--- config.mk ---
export PLATFORM = sky130hd
export DESIGN_NAME = led_code_scheduler_flat
export DESIGN_NICKNAME = d
export VERILOG_FILES = /design/src/rtl/led_pkg.sv /design/src/rtl/led_code_scheduler_if.sv /design/src/rtl/tick_gen.sv /design/src/rtl/led_code_scheduler.sv /design/src/flat_wrapper.sv
export SDC_FILE = /design/constraint.sdc
export NUM_CORES = 1
export LEC_CHECK = 0
export CAP_MARGIN = 20
export CORE_AREA = 5 5 78 80
export DETAILED_ROUTE_END_ITERATION = 8
export DIE_AREA = 0 0 83 85
export GPL_TIMING_DRIVEN = 0
export PLACE_DENSITY_LB_ADDON = 0.15
export SYNTH_ARGS = -nofsm -noshare
export SYNTH_HDL_FRONTEND = slang
export SYNTH_HIERARCHICAL = 1
export SYNTH_SLANG_ARGS = --single-unit
--- constraint.sdc ---
create_clock -name CLK100MHZ -period 4 [get_ports CLK100MHZ]
set_clock_uncertainty 0.15 [all_clocks]
set_input_delay 0.8 -clock CLK100MHZ [delete_from_list [all_inputs] [get_ports CLK100MHZ]]
set_output_delay 0.8 -clock CLK100MHZ [all_outputs]
set_load 0.05 [all_outputs]
--- src/rtl/led_pkg.sv ---
// Shared LED-block definitions: sequencer state encoding and default timing.
package led_pkg;

  typedef enum logic [1:0] {
    ST_IDLE = 2'd0,
    ST_ON   = 2'd1,
    ST_OFF  = 2'd2,
    ST_GAP  = 2'd3
  } led_state_t;

  localparam int unsigned CODE_W_DEF    = 4;
  localparam int unsigned ON_TICKS_DEF  = 2;
  localparam int unsigned OFF_TICKS_DEF = 3;
  localparam int unsigned GAP_TICKS_DEF = 10;

  function automatic int unsigned max3(input int unsigned a, input int unsigned b,
                                       input int unsigned c);
    int unsigned m;
    m = (a > b) ? a : b;
    return (m > c) ? m : c;
  endfunction

endpackage

--- src/rtl/led_code_scheduler_if.sv ---
// Request/grant/LED bundle between status sources and the blink-code scheduler.
interface led_code_scheduler_if #(
  parameter int unsigned N_REQ  = 4,
  parameter int unsigned CODE_W = 4
);
  logic [N_REQ-1:0]        req;
  logic [N_REQ*CODE_W-1:0] code;
  logic                    idle_led;
  logic [N_REQ-1:0]        grant;
  logic [N_REQ-1:0]        done;
  logic                    busy;
  logic                    led;

  modport master (output req, code, idle_led, input grant, done, busy, led);
  modport slave  (input req, code, idle_led, output grant, done, busy, led);
endinterface

--- src/rtl/tick_gen.sv ---
// Prescaler producing a one-cycle tick every DIV enabled cycles.
module tick_gen #(
  parameter int unsigned DIV = 10
) (
  input  logic CLK100MHZ,
  input  logic rst,
  input  logic en,
  input  logic clr,
  output logic tick
);
  localparam int unsigned CNT_W = $clog2(DIV);

  if (DIV < 2) begin : g_div_check
    $error("tick_gen: DIV must be >= 2");
  end

  logic [CNT_W-1:0] cnt;

  assign tick = en && (cnt == CNT_W'(DIV - 1));

  always_ff @(posedge CLK100MHZ) begin
    if (rst || clr) begin
      cnt <= '0;
    end else if (en) begin
      cnt <= tick ? '0 : cnt + CNT_W'(1);
    end
  end
endmodule

--- src/rtl/led_code_scheduler.sv ---
// Round-robin shares one LED between requesters, flashing each one's blink code in turn.
module led_code_scheduler
  import led_pkg::*;
#(
  parameter int unsigned CLK_HZ    = 100_000_000,
  parameter int unsigned TICK_HZ   = 10,
  parameter int unsigned N_REQ     = 4,
  parameter int unsigned CODE_W    = CODE_W_DEF,
  parameter int unsigned ON_TICKS  = ON_TICKS_DEF,
  parameter int unsigned OFF_TICKS = OFF_TICKS_DEF,
  parameter int unsigned GAP_TICKS = GAP_TICKS_DEF
) (
  input logic                 CLK100MHZ,
  input logic                 rst,
  led_code_scheduler_if.slave bus
);
  localparam int unsigned DIV   = CLK_HZ / TICK_HZ;
  localparam int unsigned PTR_W = (N_REQ > 1) ? $clog2(N_REQ) : 1;
  localparam int unsigned PH_W  = $clog2(max3(ON_TICKS, OFF_TICKS, GAP_TICKS) + 1);

  led_state_t        state;
  logic [N_REQ-1:0]  grant;
  logic [N_REQ-1:0]  done;
  logic              busy;
  logic              led;
  logic [PTR_W-1:0]  rr_ptr;
  logic [PTR_W-1:0]  cand;
  logic [PTR_W-1:0]  sel_idx;
  logic [PTR_W-1:0]  next_ptr;
  logic              sel_valid;
  logic [CODE_W-1:0] sel_code;
  logic [CODE_W-1:0] pulses_left;
  logic [PH_W-1:0]   phase;
  logic              tick;
  logic              tick_en;
  logic              tick_clr;

  assign bus.grant = grant;
  assign bus.done  = done;
  assign bus.busy  = busy;
  assign bus.led   = led;

  // First requester at or after rr_ptr, scanning with wrap-around.
  always_comb begin
    sel_valid = 1'b0;
    sel_idx   = '0;
    cand      = '0;
    for (int unsigned k = 0; k < N_REQ; k++) begin
      cand = PTR_W'((32'(rr_ptr) + k) % N_REQ);
      if (!sel_valid && bus.req[cand]) begin
        sel_valid = 1'b1;
        sel_idx   = cand;
      end
    end
  end

  always_comb begin
    sel_code = '0;
    for (int unsigned i = 0; i < N_REQ; i++) begin
      if (sel_idx == PTR_W'(i)) sel_code = bus.code[i*CODE_W +: CODE_W];
    end
  end

  assign next_ptr = (sel_idx == PTR_W'(N_REQ - 1)) ? '0 : sel_idx + PTR_W'(1);
  assign tick_en  = (state != ST_IDLE);
  assign tick_clr = (state == ST_IDLE) && sel_valid;

  tick_gen #(.DIV(DIV)) u_tick (
    .CLK100MHZ (CLK100MHZ),
    .rst       (rst),
    .en        (tick_en),
    .clr       (tick_clr),
    .tick      (tick)
  );

  always_ff @(posedge CLK100MHZ) begin
    if (rst) begin
      state       <= ST_IDLE;
      grant       <= '0;
      done        <= '0;
      busy        <= 1'b0;
      led         <= 1'b0;
      rr_ptr      <= '0;
      pulses_left <= '0;
      phase       <= '0;
    end else begin
      done <= '0;
      unique case (state)
        ST_IDLE: begin
          led <= bus.idle_led;
          if (sel_valid) begin
            grant       <= N_REQ'(1) << sel_idx;
            pulses_left <= sel_code;
            rr_ptr      <= next_ptr;
            phase       <= '0;
            busy        <= 1'b1;
            // A zero code still occupies the LED for one gap, just without pulses.
            if (sel_code == '0) begin
              state <= ST_GAP;
              led   <= 1'b0;
            end else begin
              state <= ST_ON;
              led   <= 1'b1;
            end
          end
        end
        ST_ON: begin
          if (tick) begin
            if (phase == PH_W'(ON_TICKS - 1)) begin
              phase <= '0;
              state <= ST_OFF;
              led   <= 1'b0;
            end else begin
              phase <= phase + PH_W'(1);
            end
          end
        end
        ST_OFF: begin
          if (tick) begin
            if (phase == PH_W'(OFF_TICKS - 1)) begin
              phase       <= '0;
              pulses_left <= pulses_left - CODE_W'(1);
              if (pulses_left == CODE_W'(1)) begin
                state <= ST_GAP;
              end else begin
                state <= ST_ON;
                led   <= 1'b1;
              end
            end else begin
              phase <= phase + PH_W'(1);
            end
          end
        end
        ST_GAP: begin
          if (tick) begin
            if (phase == PH_W'(GAP_TICKS - 1)) begin
              phase <= '0;
              state <= ST_IDLE;
              done  <= grant;
              grant <= '0;
              busy  <= 1'b0;
            end else begin
              phase <= phase + PH_W'(1);
            end
          end
        end
        default: state <= ST_IDLE;
      endcase
    end
  end
endmodule

--- src/flat_wrapper.sv ---
// flat-port wrapper written by rule: the top's interface ports become plain ports
module led_code_scheduler_flat import led_pkg::*;
#(
  parameter int unsigned CLK_HZ    = 100_000_000,
  parameter int unsigned TICK_HZ   = 10,
  parameter int unsigned N_REQ     = 4,
  parameter int unsigned CODE_W    = CODE_W_DEF,
  parameter int unsigned ON_TICKS  = ON_TICKS_DEF,
  parameter int unsigned OFF_TICKS = OFF_TICKS_DEF,
  parameter int unsigned GAP_TICKS = GAP_TICKS_DEF
)
  (CLK100MHZ, rst, bus_req, bus_code, bus_idle_led, bus_grant, bus_done, bus_busy, bus_led);
  led_code_scheduler_if #(.N_REQ(N_REQ), .CODE_W(CODE_W)) bus_i ();
  input logic CLK100MHZ;
  input logic rst;
  input wire logic [$bits(bus_i.req)-1:0] bus_req;
  input wire logic [$bits(bus_i.code)-1:0] bus_code;
  input wire logic [$bits(bus_i.idle_led)-1:0] bus_idle_led;
  output wire logic [$bits(bus_i.grant)-1:0] bus_grant;
  output wire logic [$bits(bus_i.done)-1:0] bus_done;
  output wire logic [$bits(bus_i.busy)-1:0] bus_busy;
  output wire logic [$bits(bus_i.led)-1:0] bus_led;
  assign bus_i.req = bus_req;
  assign bus_i.code = bus_code;
  assign bus_i.idle_led = bus_idle_led;
  assign bus_grant = bus_i.grant;
  assign bus_done = bus_i.done;
  assign bus_busy = bus_i.busy;
  assign bus_led = bus_i.led;
  led_code_scheduler #(.CLK_HZ(CLK_HZ), .TICK_HZ(TICK_HZ), .N_REQ(N_REQ), .CODE_W(CODE_W), .ON_TICKS(ON_TICKS), .OFF_TICKS(OFF_TICKS), .GAP_TICKS(GAP_TICKS)) u_core (.CLK100MHZ(CLK100MHZ), .rst(rst), .bus(bus_i));
endmodule
==> results.sh, run 1 <==
export IMPL_syn_area_sq_um=2813
export IMPL_leakage_nw=1.117
export IMPL_wl_mm=6.153
export IMPL_yosys_warnings=6
export IMPL_postRouteAntennaNets=0
export IMPL_synth_top_family_by_area="simple AND/OR/NAND/NOR gates"
export IMPL_powerDensity_nw_per_um2=495.5
export IMPL_relSlewSlack_pct=64.32
export IMPL_setup_viol=0
export IMPL_drv_slew=0
export IMPL_area_delta_synth_final_pct=17.53
export IMPL_pwr_share_clk_pct=16.8
export IMPL_hold_class="register to register"
export IMPL_synth_fa_ha_area_share_pct=4.893
export IMPL_cp_arrival_ns=3.79
export IMPL_worstHoldStart="u_core/u_tick/cnt[23]"
export IMPL_critical_path_class="primary input to register"
export IMPL_r2r_start="u_core/state[0]"
export IMPL_cts_resized=0
export IMPL_netlist_top_cells_area="dfxtp_1, ha_1, a21oi_1"
export IMPL_async_reset_ff_share_pct=0
export IMPL_core_sq_um=5338
export IMPL_ir_worst_vdd_uv=320.5
export IMPL_synth_most_common_cell="dfxtp_1"
export IMPL_row_count=27
export IMPL_synth_xor_area_share_pct=3.737
export IMPL_io_buffers=32
export IMPL_setup_worst_path_start_class="primary input"
export IMPL_fmaxAchievable_mhz=266.6
export IMPL_synthCells=325
export IMPL_netlist_area_leader_share_pct=32.74
export IMPL_grtUsageTotal_pct=17.29
export IMPL_ys_flop_type="dfxtp_1"
export IMPL_die_area_sq_um=7055
export IMPL_wl_per_cell_um=14.14
export IMPL_cts_clk_slew_worst_paths_ns=0.08
export IMPL_cts_buffers=5
export IMPL_critPathCaptureType="register"
export IMPL_cts_root_buf="clkbuf_8"
export IMPL_ys_seq_area_share_pct=32.74
export IMPL_antenna_found_initial=0
export IMPL_dieHeight_um=85
export IMPL_drive_above_1_share_pct=10.74
export IMPL_initial_core_util_pct=52.70
export IMPL_vias=2519
export IMPL_cts_htree_levels=2
export IMPL_insertedDiodeCount=0
export IMPL_drv_cap=0
export IMPL_synth_compound_area_share_pct=23.13
export IMPL_grt_pass1_vias=2386
export IMPL_overflow=0
export IMPL_yosys_area_top_type="dfxtp_1"
export IMPL_ios=33
export IMPL_fin_area_sq_um=3306
export IMPL_power_switching_w=0.0006461
export IMPL_grt_pass1_wl_mm=10.38
export IMPL_synth_simple_gate_area_share_pct=29.80
export IMPL_cts_tree="yes"
export IMPL_synth_area_mux_share_pct=0.3559
export IMPL_synth_distinct_cells=72
export IMPL_dpl_instance_area_sq_um=3223
export IMPL_rsz0062_at_grt="no"
export IMPL_crit_fanout=10
export IMPL_gp_congestion=0.8172
export IMPL_status="finished, final reports clean"
export IMPL_postCtsSetupBuffers=0
export IMPL_die_w_um=83
export IMPL_p_comb_share_pct=48.6
export IMPL_internal_power_w=0.0009917
export IMPL_drt_pass1_iter_count=4
export IMPL_nNetsFinal=398
export IMPL_cts_sinks=46
export IMPL_utilization_pct=61.93
export IMPL_cp_data_required_time_ns=4.04
export IMPL_cts_path_max_buffers=2
export IMPL_power_frac_seq_pct=34.6
export IMPL_drc_errors=0
export IMPL_drt_vias_per_instance=5.791
export IMPL_synth_edf_count=0
export IMPL_min_period_ns=3.751
export IMPL_drt_iter0_markers=49
export IMPL_syn_num_nets=359
export IMPL_clk_latency_ns=0.29
export IMPL_syn_avg_cell_area_sq_um=8.654
export IMPL_dp_cells=429
export IMPL_p_sw_share_pct=39.45
export IMPL_hpwlAfterDp_mm=4.666
export IMPL_worst_pin_slew_ns=0.5351
export IMPL_period_share_pct=93.78
export IMPL_fin_cells=435
export IMPL_ys_top_cells_by_count="dfxtp_1, nor2_1, a21oi_1, nand2_1, inv_1"
export IMPL_crit_start="bus_req[0]"
export IMPL_cts_hold_buf=0
export IMPL_grt_max_degree=13
export IMPL_synth_seq_cells=46
export IMPL_timing_final_hold_violations=0
## power groups by stage
stage | Clock, W | Sequential (W) | Combinational [W]
2_1_floorplan | 0 | 0.000630 | 0.000544
5_1_grt | 0.000307 | 0.000575 | 0.000875
6_report | 0.000275 | 0.000567 | 0.000796
4_1_cts | 0.000289 | 0.000566 | 0.000796
3_5_place_dp | 0 | 0.000577 | 0.000793
3_3_place_gp | 0 | 0.000575 | 0.000781
## critical path, cell delays in order
cell and delay [ns]:
clkdlybuf4s50_1 0.47, or4_1 0.56, buf_6 0.16, and2_1 0.17
ha_1 0.28, or2_2 0.32, a221o_1 0.30, a221oi_1 0.37
nand4_1 0.14, a31o_2 0.21
## path summary, 6_finish.rpt
path                                 to  slack, ns  cells after the start
hold reg to reg   u_core/u_tick/cnt[23]       0.33                      2
setup / recovery         u_core/bus.led       0.25                     10
hold / removal    u_core/u_tick/cnt[23]       0.33                      2
setup reg to reg         u_core/bus.led       0.67                     12
## through the flow
stage               setup TNS (ns)  worst slack, ns  hold slack (ns)  total power [W]
global route                     0          0.08925           0.3624         0.001757
CTS                              0           0.2617           0.3300         0.001651
floorplan                        0           0.6231           0.2971         0.001174
detailed placement        -0.05579         -0.05579           0.3160         0.001370
finish                           0           0.2488           0.3283         0.001638
global placement          -0.05328         -0.05328           0.3142         0.001355
## sequential cells by signal, indices dropped and copies added (netlist names)
| name | count |
|---|---|
| u_core/pulses_left | 4 |
| u_core/bus.busy | 1 |
| u_core/bus.done | 4 |
| u_core/phase | 4 |
| u_core/rr_ptr | 2 |
| u_core/state | 2 |
| u_core/u_tick/cnt | 24 |
| u_core/bus.grant | 4 |
| u_core/bus.led | 1 |
## cell usage in the layout (no fill, tap or decap), drive strengths merged, types with 3 or more instances in the layout
| cell type | n |
|---|---|
| o211ai | 5 |
| and2 | 8 |
| nand2b | 3 |
| xor2 | 5 |
| nand3 | 11 |
| or3 | 5 |
| or2 | 3 |
| clkbuf | 13 |
| o31ai | 6 |
| a221o | 4 |
| nor4 | 5 |
| o22ai | 3 |
| a211oi | 6 |
| dfxtp | 46 |
| nand2 | 22 |
| nand3b | 4 |
| nor3 | 9 |
| nand4 | 11 |
| clkdlybuf4s50 | 32 |
| or4 | 6 |
| inv | 15 |
| o21a | 3 |
| a21oi | 22 |
| xnor2 | 7 |
| nor2b | 3 |
| buf | 6 |
| ha | 11 |
| or3b | 4 |
| and4 | 4 |
| o22a | 3 |
| a22oi | 6 |
| nor3b | 3 |
| o21ai | 10 |
| nor2 | 29 |
## area by class of cell
| type | count | area, sq um |
|---|---|---|
| repair buffers | 32 | 320.3 |
| plain buffers | 13 | 93.84 |
| multi-input cells | 251 | 1742 |
| fillers | 477 | 2032 |
| inverters | 15 | 56.30 |
| clock buffers | 6 | 82.58 |
| well taps | 72 | 90.09 |
| flip-flops and latches | 46 | 920.9 |
## cells by family (layout without fill, tap and decap cells)
family	after synthesis	after routing
compound gates	87	87
simple gates	140	140
mux	1	1
fa+ha+maj	11	11
buf+inv	28	66
flops	46	46
xor+xnor	12	12
## layer usage
metal / vias up / part of all wire [%] / GRT usage [%]
met1: 1180 / 44 / 20.22
met3: 4 / 3.8 / 3.592
met4: 0 / 0.78 / 4.160
met2: 46 / 51 / 32.22
met5: - / 0 / 0
li1: 1289 / - / -
(Power assumes the default switching activity.)
==> inputs of run 2 (changes only) <==
- GPL_ROUTABILITY_DRIVEN: default -> 0
==> results of run 2 <==
The final DEF is identical to that of run 1; final timing and power are the same.
